File: src/rtl/instr_fetch_sequencer_if.sv
// Instruction fetch sequencer bus bundle.
// Groups the instruction-memory read handshake and the decoder/datapath
// issue handshake, including PC redirects from branch/cal/ret resolution.
//   master : the fetch sequencer (drives mem_req/mem_addr and instr/opcode/opcode_valid)
//   slave  : memory plus datapath side (drives mem_rdata/mem_ack, issue_ack, redirect_*)
interface instr_fetch_sequencer_if;
    logic        mem_req;
    logic [15:0] mem_addr;
    logic [15:0] mem_rdata;
    logic        mem_ack;
    logic [15:0] instr;
    logic [3:0]  opcode;
    logic        opcode_valid;
    logic        issue_ack;
    logic        redirect_valid;
    logic [15:0] redirect_pc;

    modport master (
        output mem_req, mem_addr, instr, opcode, opcode_valid,
        input  mem_rdata, mem_ack, issue_ack, redirect_valid, redirect_pc
    );

    modport slave (
        input  mem_req, mem_addr, instr, opcode, opcode_valid,
        output mem_rdata, mem_ack, issue_ack, redirect_valid, redirect_pc
    );
endinterface

File: src/rtl/instr_fetch_sequencer.sv
// Instruction fetch sequencer: front end of the 16-bit multi-cycle datapath.
// Fetches one instruction per step over a req/ack memory handshake, holds it
// in the instruction register for the opcode decoder until the datapath
// consumes it, then advances the PC sequentially or to a redirect target.
// Fetching the halt opcode parks the sequencer until reset.
// Ports:
//   clk         : system clock, all state updates on posedge
//   reset       : synchronous active-high reset
//   bus         : memory read and issue/redirect handshakes (master side)
//   pc          : address of the instruction held in the instruction register
//   pc_next_seq : pc + PC_STEP (wrapping), the cal return address
//   halted      : sequencer stopped on HALT_OP
//   instr_count : number of instructions issued (wraps)
module instr_fetch_sequencer #(
    parameter logic [15:0] RESET_PC = 16'h0000,
    parameter logic [15:0] PC_STEP  = 16'h0002,
    parameter logic [3:0]  HALT_OP  = 4'h9
) (
    input  logic                          clk,
    input  logic                          reset,
    instr_fetch_sequencer_if.master       bus,
    output logic [15:0]                   pc,
    output logic [15:0]                   pc_next_seq,
    output logic                          halted,
    output logic [15:0]                   instr_count
);

    localparam logic [1:0] IDLE  = 2'd0;
    localparam logic [1:0] FETCH = 2'd1;
    localparam logic [1:0] ISSUE = 2'd2;
    localparam logic [1:0] HALT  = 2'd3;

    logic [1:0]  stateR;
    logic        memReqR;
    logic        opcodeValidR;
    logic        haltedR;
    logic [15:0] instrR;
    logic [15:0] pcR;
    logic [15:0] instrCountR;
    logic [15:0] pcNextSeqS;

    // Sequential successor of the current PC; 16-bit add wraps naturally.
    assign pcNextSeqS = pcR + PC_STEP;

    // FSM and all architectural registers. mem_req and opcode_valid are kept
    // as registers updated on the same edge as the state, so they can never
    // be high together and carry no decode glitches.
    always_ff @(posedge clk) begin
        if (reset) begin
            stateR       <= IDLE;
            memReqR      <= 1'b0;
            opcodeValidR <= 1'b0;
            haltedR      <= 1'b0;
            instrR       <= 16'h0000;
            pcR          <= RESET_PC;
            instrCountR  <= 16'h0000;
        end else begin
            case (stateR)
                IDLE: begin
                    stateR  <= FETCH;
                    memReqR <= 1'b1;
                end
                FETCH: begin
                    if (bus.mem_ack) begin
                        instrR  <= bus.mem_rdata;
                        memReqR <= 1'b0;
                        if (bus.mem_rdata[15:12] == HALT_OP) begin
                            stateR  <= HALT;
                            haltedR <= 1'b1;
                        end else begin
                            stateR       <= ISSUE;
                            opcodeValidR <= 1'b1;
                        end
                    end
                end
                ISSUE: begin
                    // redirect_valid only matters in the cycle the datapath accepts
                    if (bus.issue_ack) begin
                        instrCountR  <= instrCountR + 16'h0001;
                        pcR          <= bus.redirect_valid ? bus.redirect_pc : pcNextSeqS;
                        opcodeValidR <= 1'b0;
                        memReqR      <= 1'b1;
                        stateR       <= FETCH;
                    end
                end
                HALT: begin
                    stateR <= HALT;
                end
                default: begin
                    // Unreachable encoding: park safely with nothing asserted.
                    stateR       <= HALT;
                    memReqR      <= 1'b0;
                    opcodeValidR <= 1'b0;
                    haltedR      <= 1'b1;
                end
            endcase
        end
    end

    assign bus.mem_req      = memReqR;
    assign bus.mem_addr     = pcR;
    assign bus.instr        = instrR;
    assign bus.opcode       = instrR[15:12];
    assign bus.opcode_valid = opcodeValidR;
    assign pc               = pcR;
    assign pc_next_seq      = pcNextSeqS;
    assign halted           = haltedR;
    assign instr_count      = instrCountR;

endmodule

File: src/flat_wrapper.sv
// flat-port wrapper written by rule: the top's interface ports become plain ports
module instr_fetch_sequencer_flat 
#(
    parameter logic [15:0] RESET_PC = 16'h0000,
    parameter logic [15:0] PC_STEP  = 16'h0002,
    parameter logic [3:0]  HALT_OP  = 4'h9
)
  (clk, reset, pc, pc_next_seq, halted, instr_count, bus_mem_req, bus_mem_addr, bus_instr, bus_opcode, bus_opcode_valid, bus_mem_rdata, bus_mem_ack, bus_issue_ack, bus_redirect_valid, bus_redirect_pc);
  instr_fetch_sequencer_if bus_i ();
  input  logic clk;
  input  logic reset;
  output logic [15:0] pc;
  output logic [15:0] pc_next_seq;
  output logic halted;
  output logic [15:0] instr_count;
  output wire logic [$bits(bus_i.mem_req)-1:0] bus_mem_req;
  output wire logic [$bits(bus_i.mem_addr)-1:0] bus_mem_addr;
  output wire logic [$bits(bus_i.instr)-1:0] bus_instr;
  output wire logic [$bits(bus_i.opcode)-1:0] bus_opcode;
  output wire logic [$bits(bus_i.opcode_valid)-1:0] bus_opcode_valid;
  input wire logic [$bits(bus_i.mem_rdata)-1:0] bus_mem_rdata;
  input wire logic [$bits(bus_i.mem_ack)-1:0] bus_mem_ack;
  input wire logic [$bits(bus_i.issue_ack)-1:0] bus_issue_ack;
  input wire logic [$bits(bus_i.redirect_valid)-1:0] bus_redirect_valid;
  input wire logic [$bits(bus_i.redirect_pc)-1:0] bus_redirect_pc;
  assign bus_mem_req = bus_i.mem_req;
  assign bus_mem_addr = bus_i.mem_addr;
  assign bus_instr = bus_i.instr;
  assign bus_opcode = bus_i.opcode;
  assign bus_opcode_valid = bus_i.opcode_valid;
  assign bus_i.mem_rdata = bus_mem_rdata;
  assign bus_i.mem_ack = bus_mem_ack;
  assign bus_i.issue_ack = bus_issue_ack;
  assign bus_i.redirect_valid = bus_redirect_valid;
  assign bus_i.redirect_pc = bus_redirect_pc;
  instr_fetch_sequencer #(.RESET_PC(RESET_PC), .PC_STEP(PC_STEP), .HALT_OP(HALT_OP)) u_core (.clk(clk), .reset(reset), .bus(bus_i), .pc(pc), .pc_next_seq(pc_next_seq), .halted(halted), .instr_count(instr_count));
endmodule
File: config.mk
export PLATFORM = sky130hd
export DESIGN_NAME = instr_fetch_sequencer_flat
export DESIGN_NICKNAME = d
export VERILOG_FILES = /design/src/rtl/instr_fetch_sequencer_if.sv /design/src/rtl/instr_fetch_sequencer.sv /design/src/flat_wrapper.sv
export SDC_FILE = /design/constraint.sdc
export NUM_CORES = 1
export LEC_CHECK = 0
export BUFFER_PORTS_ARGS = -buffer_cell sky130_fd_sc_hd__buf_2
export CAP_MARGIN = 0
export CORE_AREA = 2 2 93 95
export DETAILED_ROUTE_END_ITERATION = 10
export DIE_AREA = 0 0 95 97
export GPL_ROUTABILITY_DRIVEN = 0
export SYNTH_ARGS = -nofsm -noshare
export SYNTH_HDL_FRONTEND = slang
export SYNTH_SLANG_ARGS = --single-unit
export TNS_END_PERCENT = 10
File: constraint.sdc
create_clock -name clk -period 2.8 [get_ports clk]
set_input_delay 0 -clock clk [delete_from_list [all_inputs] [get_ports clk]]
set_output_delay 0 -clock clk [all_outputs]
set_load 0.03 [all_outputs]
==> impl_metrics.yaml, run 1 <==
clock_network:
  cts_tree: "built"
  cts_sinks: 53
  cts_setup_buffers: 0
  cts_max_path_buffers: 2
  clk_pin_slew_ps: 100
  root_buffer: "clkbuf_8"
  numCtsBuffers: 5
  insertion_delay_ps: 310
  h-tree-depth: 2
timing:
  fin_setup_tns_ps: 0
  slew_headroom: 0.515
  fin_worst_skew_ps: 9.00
  period_minus_slack_ps: 2100
  worstMarginPinSlew_ps: 726
  period_share: 0.750
  rsz0062_at_grt: "false"
  hold_violations: 0
  max_freq_mhz: 476
  fin_hold_ws_ps: 12.9
  maxSlewViolCount: 0
  setup_viol: 0
global_route:
  grt_pass1_wl_um: 11700
  grt.overflow.total: 0
  grt_pass1_vias: 2385
  grt_max_degree: 41
  antenna_found_initial: 0
  grtUsageTotal: 0.157
synthesis:
  ys.flop_type: "dfxtp_1"
  synth_largest_area_cell: "dfxtp_1"
  syn_area_per_cell_um2: 7.97
  synth_nets: 388
  synth_cell_types: 44
  synthCells: 349
  ys.warnings.count: 0
  synth.top_cell.area_share: 0.382
  synth-seq-cells: 53
  yosysMostFrequentCell: "nand2_1"
  async_flop_share: 0
  syn-cell-area_mm2: 0.00278
  synth.area.top_cells: "dfxtp_1 (38%), nand2_1 (7.8%), buf_4 (5.7%)"
  ys_seq_area_frac: 0.382
  synth_edf_count: 0
  synth_common_cells: "nand2_1 (58), dfxtp_1 (53), a21oi_1 (27)"
power:
  p_per_area_mw_per_mm2: 434
  p_leak_nw: 1.64
  total_power_mw: 1.59
  vdd_drop_max_uv: 221
drt:
  via_per_inst: 4.90
  drt_iter0_drc: 141
  dr.pass1.iters: 4
  vias: 2793
  wl_per_cell_um: 13.3
  drc_errors: 0
  routed_wl_um: 7570
  ant_nets: 0
floorplanning:
  die_h_um: 97
  io_pins: 124
  initial_utilization: 0.342
  dieArea_mm2: 0.00922
  coreArea_mm2: 0.00813
  fp-row-count: 33
  die_w_um: 95
final_layout:
  instances_no_fill: 570
  postLayoutCoreUtil: 0.450
  area_growth_pct: 31.7
  drive_gt1_frac: 0.316
  n_antenna_cell: 0
  nNetsFinal: 503
setup_path:
  slowest_stage: "dfxtp_1"
  crit_path_cell_trace: "ha_1 -> nand4_1 -> nor4_2 -> xor2_1 -> buf_2"
  crit_required_ps: 2800
  critPathLaunchType: "flop"
  worstPathBufferInverterCount: 1
  end_kind: "output pin"
  arrival_ps: 2100
  timing.rr.start: "u_core.bus.mem_addr[1]"
  crit_family: "simple AND/OR/NAND/NOR gates"
  cp_max_fo: 9
  critPathMaxStageDelay_ps: 480
  critPathKind: "flop to output pin"
  crit_start: "u_core.bus.mem_addr[1]"
outcome:
  status: "complete, no violations"
place:
  dp_hpwl_um: 5250
  io_buffers: 123
  dpl.cell_count: 539
min_path:
  hold_path_startpoint: "bus_redirect_pc[15]"
  hold_path_class: "primary input to flop"
run:
  cap_violations: 0
[flip-flops by register name, indices dropped and copies added (netlist names)]
register                 cells
u_core.bus.instr            16
u_core.bus.mem_addr         16
u_core.instr_count          16
u_core.stateR                2
u_core.bus.mem_req           1
u_core.bus.opcode_valid      1
u_core.halted                1
[routing by layer]
metal | share of wire | global-route usage | vias to the layer above
met3 | 0.046 | 0.0273 | 8
met5 | 0 | 0 | -
met2 | 0.48 | 0.259 | 76
met1 | 0.46 | 0.209 | 1301
met4 | 0.013 | 0.0468 | 0
li1 | - | - | 1408
[layout by cell type (no fill, tap or decap), types with 8 or more instances in the layout]
cell type / n
buf_2: 123
nand2_1: 58
dfxtp_1: 53
a21oi_1: 27
nor2_1: 23
dlygate4sd3_1: 23
nor3_1: 17
nand3_1: 16
xor2_1: 12
xnor2_1: 10
a31oi_1: 10
inv_1: 9
o21ai_0: 9
nand4_1: 8
[where the power goes]
group	switching, mW	internal [mW]
clock network	0.262	0.291
logic	0.150	0.0903
registers	0.0210	0.775
[path summary, 6_finish.rpt]
kind / slack (ps) / to / cells past startpoint
worst min-delay path: 10 / u_core.bus.mem_addr[15] / 3
worst min register to register: 460 / u_core.bus.instr[3] / 2
worst max-delay path: 700 / pc_next_seq[15] / 5
worst max register to register: 940 / u_core.bus.mem_addr[11] / 5
[worst min-delay path, stage by stage]
cell	delay, ps
buf_2	100
nand3_1	90
a31oi_1	80
[cell families after synthesis]
| family | count (synthesis) | synth area share |
|---|---|---|
| AOI/OAI and AO/OA | 59 | 0.126 |
| DFF | 53 | 0.382 |
| muxes | 9 | 0.0333 |
| buffers and inverters | 51 | 0.101 |
| and+or+nand+nor | 153 | 0.279 |
| adders and majority gates | 2 | 0.00900 |
| xor gates and xnor gates | 22 | 0.0693 |
[stage by stage]
step | instance area, um^2 | setup slack [ps]
2_1_floorplan | 2780 | 824
3_3_place_gp | 3310 | 1030
3_5_place_dp | 3310 | 946
4_1_cts | 3660 | 665
5_1_grt | 3660 | 516
6_report | 3660 | 699
[cell type report]
class / count / area, um^2
flip-flops and latches: 53 / 1060
clock inverters: 2 / 37.5
repair buffers: 150 / 876
fillers: 845 / 4470
clock buffers: 6 / 82.6
multi-input cells: 245 / 1440
well taps: 105 / 131
inverters: 9 / 33.8
[what timing repair did]
action                    in CTS  in global routing
resized for setup              0                  0
hold buffers                  23                  0
hold endpoints to repair      23                  0
(Power assumes the default switching activity.)
==> inputs of run 2 (changes only) <==
- ABC_AREA: unset -> 1
- CORE_AREA: 2 2 93 95 -> 2 2 92 94
- DIE_AREA: 0 0 95 97 -> 0 0 94 96
- clock period: 2.8 -> 2.02 ns (I/O delays scaled with it)
==> run 2 against run 1 <==
  * Non-clock buffer count decreased by 4
  * Setup slack got worse by 550 ps
  * Combinational power increased by 63%
  * Hold slack improved by 8.8 ps
  * Sequential share of layout area increased by 0.34 points
  * First-iteration DRC count decreased by 40%
  * Routed wire length about the same
  * Power increased by 43%
  * Die area decreased by 2.1%
  * Synthesized area decreased by 0.95%
==> impl_metrics.yaml, run 2 <==
setup_path:
  crit_family: "flip-flops"
  crit_path_cell_trace: "ha_1 -> nand3_1 -> inv_1 -> nand2_1 -> o21ai_0 -> and2_1 -> buf_2"
  r2r-end: "u_core.bus.mem_addr[7]"
  timing.rr.start: "u_core.bus.mem_addr[1]"
  r2r_cells: 6
  crit_start: "u_core.bus.mem_addr[1]"
  r2r_setup_slack_ps: 480
  critPathKind: "flop to output pin"
  worstPathBufferInverterCount: 2
  crit_required_ps: 2020
  end_kind: "output pin"
  cp_num_cells: 7
  slowest_stage: "dfxtp_1"
  critPathLaunchType: "flop"
  arrival_ps: 1870
  critPathMaxStageDelay_ps: 440
  endpoint: "pc_next_seq[11]"
  cp_max_fo: 7
min_path:
  hold_path_class: "primary input to flop"
clock_network:
  cts_max_path_buffers: 2
  cts_resized: 0
  clk_pin_slew_ps: 100
  insertion_delay_ps: 310
  cts_sinks: 53
  root_buffer: "clkbuf_8"
  cts_tree: "built"
  h-tree-depth: 2
  numCtsBuffers: 5
  cts_setup_buffers: 0
floorplanning:
  die_w_um: 94
  coreArea_mm2: 0.00805
  fp-row-count: 33
  initial_utilization: 0.342
  io_pins: 124
  die_h_um: 96
  dieArea_mm2: 0.00902
synthesis:
  synth_cell_types: 31
  synth.top_cell.area_share: 0.385
  ys.flop_type: "dfxtp_1"
  synth.area.top_cells: "dfxtp_1 (39%), nand2_1 (9.7%), nor2_1 (9.5%)"
  syn_area_per_cell_um2: 6.87
  ys_seq_area_frac: 0.385
  synth_edf_count: 0
  synth_common_cells: "nand2_1 (71), nor2_1 (70), dfxtp_1 (53)"
  async_flop_share: 0
  syn-cell-area_mm2: 0.00275
  yosysMostFrequentCell: "nand2_1"
  synth_largest_area_cell: "dfxtp_1"
  ys.warnings.count: 0
  synth_nets: 440
  synthCells: 401
  synth-seq-cells: 53
timing:
  maxSlewViolCount: 0
  setup_viol: 0
  period_minus_slack_ps: 1870
  fin_hold_ws_ps: 21.7
  fin_worst_skew_ps: 10.3
  period_share: 0.926
  hold_violations: 0
  slew_headroom: 0.530
  rsz0062_at_grt: "false"
  fin_setup_tns_ps: 0
  max_freq_mhz: 535
  worstMarginPinSlew_ps: 704
final_layout:
  postLayoutCoreUtil: 0.449
  nNetsFinal: 561
  seqCellArea_mm2: 0.00106
  final_cell_mix: "buf_2 (123), nand2_1 (71), nor2_1 (70)"
  drive_gt1_frac: 0.289
  nFillCells: 853
  multi_input_area_mm2: 0.00128
  n_antenna_cell: 0
  layout_commonest_cell: "buf_2"
  area_growth_pct: 31.4
drt:
  ant_nets: 0
  drc_errors: 0
  via_per_inst: 4.62
  routed_wl_um: 7560
  drt_iter0_drc: 85
  dr.pass1.iters: 4
  wl_per_cell_um: 12.0
  vias: 2902
global_route:
  grtUsageTotal: 0.171
  grt_pass1_wl_um: 12400
  antenna_found_initial: 0
  grt.overflow.total: 0
  grt_max_degree: 28
  grt_pass1_vias: 2701
power:
  p_leak_nw: 1.79
  vdd_drop_max_uv: 338
  p_per_area_mw_per_mm2: 628
outcome:
  status: "complete, no violations"
place:
  io_buffers: 123
  dp_hpwl_um: 5510
run:
  cap_violations: 0
[run 2: area by class of cell]
class / count / share of cell area
sequential: 53 / 0.293
tap: 105 / 0.0363
clock inverter: 2 / 0.0104
multi-input combinational: 265 / 0.353
clock buffer: 6 / 0.0228
inverter: 51 / 0.0529
timing repair buffer: 146 / 0.231
[run 2: metal layers]
metal | up-vias | share of wire | global-route usage
li1 | 1490 | - | -
met1 | 1296 | 0.44 | 0.212
met2 | 107 | 0.48 | 0.299
met3 | 9 | 0.074 | 0.0384
met4 | 0 | 0.010 | 0.0459
met5 | - | 0 | 0
[run 2: where the power goes]
group	switching, mW	total (mW)	internal [mW]	leakage [nW]
Clock	0.357	0.761	0.403	0.0574
Combinational	0.258	0.391	0.133	1.30
Sequential	0.0318	1.12	1.09	0.431
Total	0.647	2.27	1.63	1.79
[run 2: stage by stage]
| stage | cells | total power [mW] | area (um^2) | setup slack, ps |
|---|---|---|---|---|
| 5_1_grt | 628 | 2.39 | 3620 | 20.5 |
| 3_5_place_dp | 601 | 1.51 | 3310 | 504 |
| 4_1_cts | 628 | 2.31 | 3620 | 143 |
| 3_3_place_gp | 601 | 1.51 | 3310 | 536 |
| 2_1_floorplan | 401 | 1.40 | 2750 | 46.0 |
| 6_report | 628 | 2.27 | 3620 | 150 |
[run 2: cell families after synthesis]
logic type      Yosys count  share of synthesized area
simple gates            188                      0.299
buf+inv                  83                      0.150
compound gates           66                      0.128
flops                    53                      0.385
xor+xnor                  9                     0.0286
fa+ha+maj                 2                    0.00909
[run 2: worst min-delay path by stage]
| stage | from | end | slack, ps | depth (start not counted) |
|---|---|---|---|---|
| after floorplan | bus_mem_rdata[0] | u_core.bus.instr[0] | 130 | 2 |
| after global placement | bus_mem_rdata[0] | u_core.bus.instr[0] | 220 | 3 |
| after detailed placement | bus_mem_rdata[7] | u_core.bus.instr[7] | 230 | 3 |
| after CTS | bus_redirect_pc[1] | u_core.bus.mem_addr[1] | 7 | 3 |
| after global routing | bus_redirect_pc[1] | u_core.bus.mem_addr[1] | 40 | 3 |
| final | bus_redirect_pc[1] | u_core.bus.mem_addr[1] | 20 | 3 |
[run 2: worst reg2reg max path, delay by kind of cell (launching register included)]
family                   cells  cell delay (ps)
flip-flops                   1              440
XOR/XNOR                     1              220
AND/OR/NAND/NOR              3              430
adder cells (fa/ha/maj)      1              240
AO/OA/AOI/OAI                1              130
[run 2: timing repair]
action,CTS,global route
hold endpoints to repair,19,0
setup endpoints to repair,0,0
hold buffers,19,0
==> inputs of run 3 (changes only) <==
- SKIP_LAST_GASP: unset -> 1
- clock period: 2.02 -> 2.45 ns (I/O delays scaled with it)
==> run 3 against run 2 <==
  * Cell count fell by 0.48%
  * Critical path depth unchanged
  * Clock skew about the same
  * Sequential cell count stayed put
  * First-iteration DRC count up 5.9%
  * Largest cell class unchanged
==> impl_metrics.yaml, run 3 (synthesis results as in run 2) <==
outcome:
  status: "complete, no violations"
power:
  p_per_area_mw_per_mm2: 500
  vdd_drop_max_uv: 334
  p_leak_nw: 1.77
final_layout:
  layout_commonest_cell: "buf_2"
  nFillCells: 883
  instances_no_fill: 625
  n_antenna_cell: 0
  nNetsFinal: 558
  drive_gt1_frac: 0.285
  area_growth_pct: 29.9
  final_cell_mix: "buf_2 (123), nand2_1 (71), nor2_1 (70)"
clock_network:
  cts-hold-fix-buffers: 19
  clk_pin_slew_ps: 100
  cts_resized: 0
  cts_max_path_buffers: 2
  h-tree-depth: 2
  root_buffer: "clkbuf_8"
  cts_setup_buffers: 0
  cts_sinks: 53
  numCtsBuffers: 5
  insertion_delay_ps: 310
  cts_tree: "built"
global_route:
  grtUsageTotal: 0.173
  grt.overflow.total: 0
  grt_pass1_vias: 2721
  grt_pass1_wl_um: 12500
  grt_max_degree: 28
  antenna_found_initial: 0
setup_path:
  arrival_ps: 1910
  critPathLaunchType: "flop"
  critPathKind: "flop to output pin"
  crit_required_ps: 2450
  end_kind: "output pin"
  cp_max_fo: 7
  worstPathBufferInverterCount: 2
  r2r_setup_slack_ps: 770
  timing.rr.start: "u_core.stateR[1]"
  crit_family: "flip-flops"
  critPathMaxStageDelay_ps: 460
  crit_path_cell_trace: "ha_1 -> nand3_1 -> inv_1 -> nand2_1 -> o21ai_0 -> and2_1 -> buf_2"
  crit_start: "u_core.bus.mem_addr[1]"
  slowest_stage: "dfxtp_1"
timing:
  maxSlewViolCount: 0
  rsz0062_at_grt: "false"
  period_share: 0.780
  hold_violations: 0
  setup_viol: 0
  slew_headroom: 0.541
  fin_setup_tns_ps: 0
  worstMarginPinSlew_ps: 687
  period_minus_slack_ps: 1910
  max_freq_mhz: 524
  fin_worst_skew_ps: 10.3
drt:
  ant_nets: 0
  dr.pass1.iters: 5
  drt_iter0_drc: 90
  drc_errors: 0
  routed_wl_um: 7740
  wl_per_cell_um: 12.4
  vias: 2887
  via_per_inst: 4.62
floorplanning:
  die_w_um: 94
  fp-row-count: 33
  die_h_um: 96
  coreArea_mm2: 0.00805
  dieArea_mm2: 0.00902
  io_pins: 124
  initial_utilization: 0.342
min_path:
  hold_path_class: "primary input to flop"
  hold_path_startpoint: "bus_redirect_pc[1]"
place:
  dpl.cell_count: 598
  io_buffers: 123
  dp_hpwl_um: 5570
run:
  cap_violations: 0
==> run 3: worst register-to-register path, delay by kind of cell (launching register included) <==
kind / cells / cell delay (ps)
compound gates: 1 / 150
simple gates: 5 / 690
flops: 1 / 460
buf+inv: 1 / 290
==> run 3: metrics by stage <==
| step | setup slack [ps] | hold WS [ps] | util | power [mW] | cell area [um^2] |
|---|---|---|---|---|---|
| floorplan | 476 | 135 | - | 1.15 | 2750 |
| global placement | 828 | 222 | 0.408 | 1.24 | 3290 |
| detailed placement | 759 | 230 | 0.408 | 1.24 | 3290 |
| CTS | 522 | 4.23 | 0.444 | 1.82 | 3580 |
| global route | 349 | 26.3 | 0.444 | 1.88 | 3580 |
| finish | 540 | 18.9 | 0.444 | 1.79 | 3580 |
==> run 3: layout make-up <==
class,instances,area (um^2),area share
sequential,53,1060,0.297
timing repair buffer,143,813,0.227
tap,105,131,0.0367
clock inverter,1,5.00,0.00140
inverter,51,191,0.0535
clock buffer,7,96.3,0.0269
multi-input combinational,265,1280,0.357
==> run 3: path summary, 6_finish.rpt <==
path,end,cells after the start
worst min-delay path,u_core.bus.mem_addr[1],3
worst max register to register,u_core.instr_count[12],7
worst min register to register,u_core.bus.mem_req,2
worst max-delay path,pc_next_seq[11],7
==> run 3: power breakdown <==
part           leakage, nW  internal, mW  switching [mW]
combinational         1.28         0.107           0.211
sequential           0.431         0.897          0.0273
clock               0.0542         0.256           0.291
==> run 3: layer usage <==
layer | GRT usage | vias up | part of all wire
met1 | 0.207 | 1286 | 0.44
li1 | - | 1486 | -
met2 | 0.313 | 109 | 0.47
met3 | 0.0399 | 6 | 0.074
met5 | 0 | - | 0
met4 | 0.0435 | 0 | 0.010
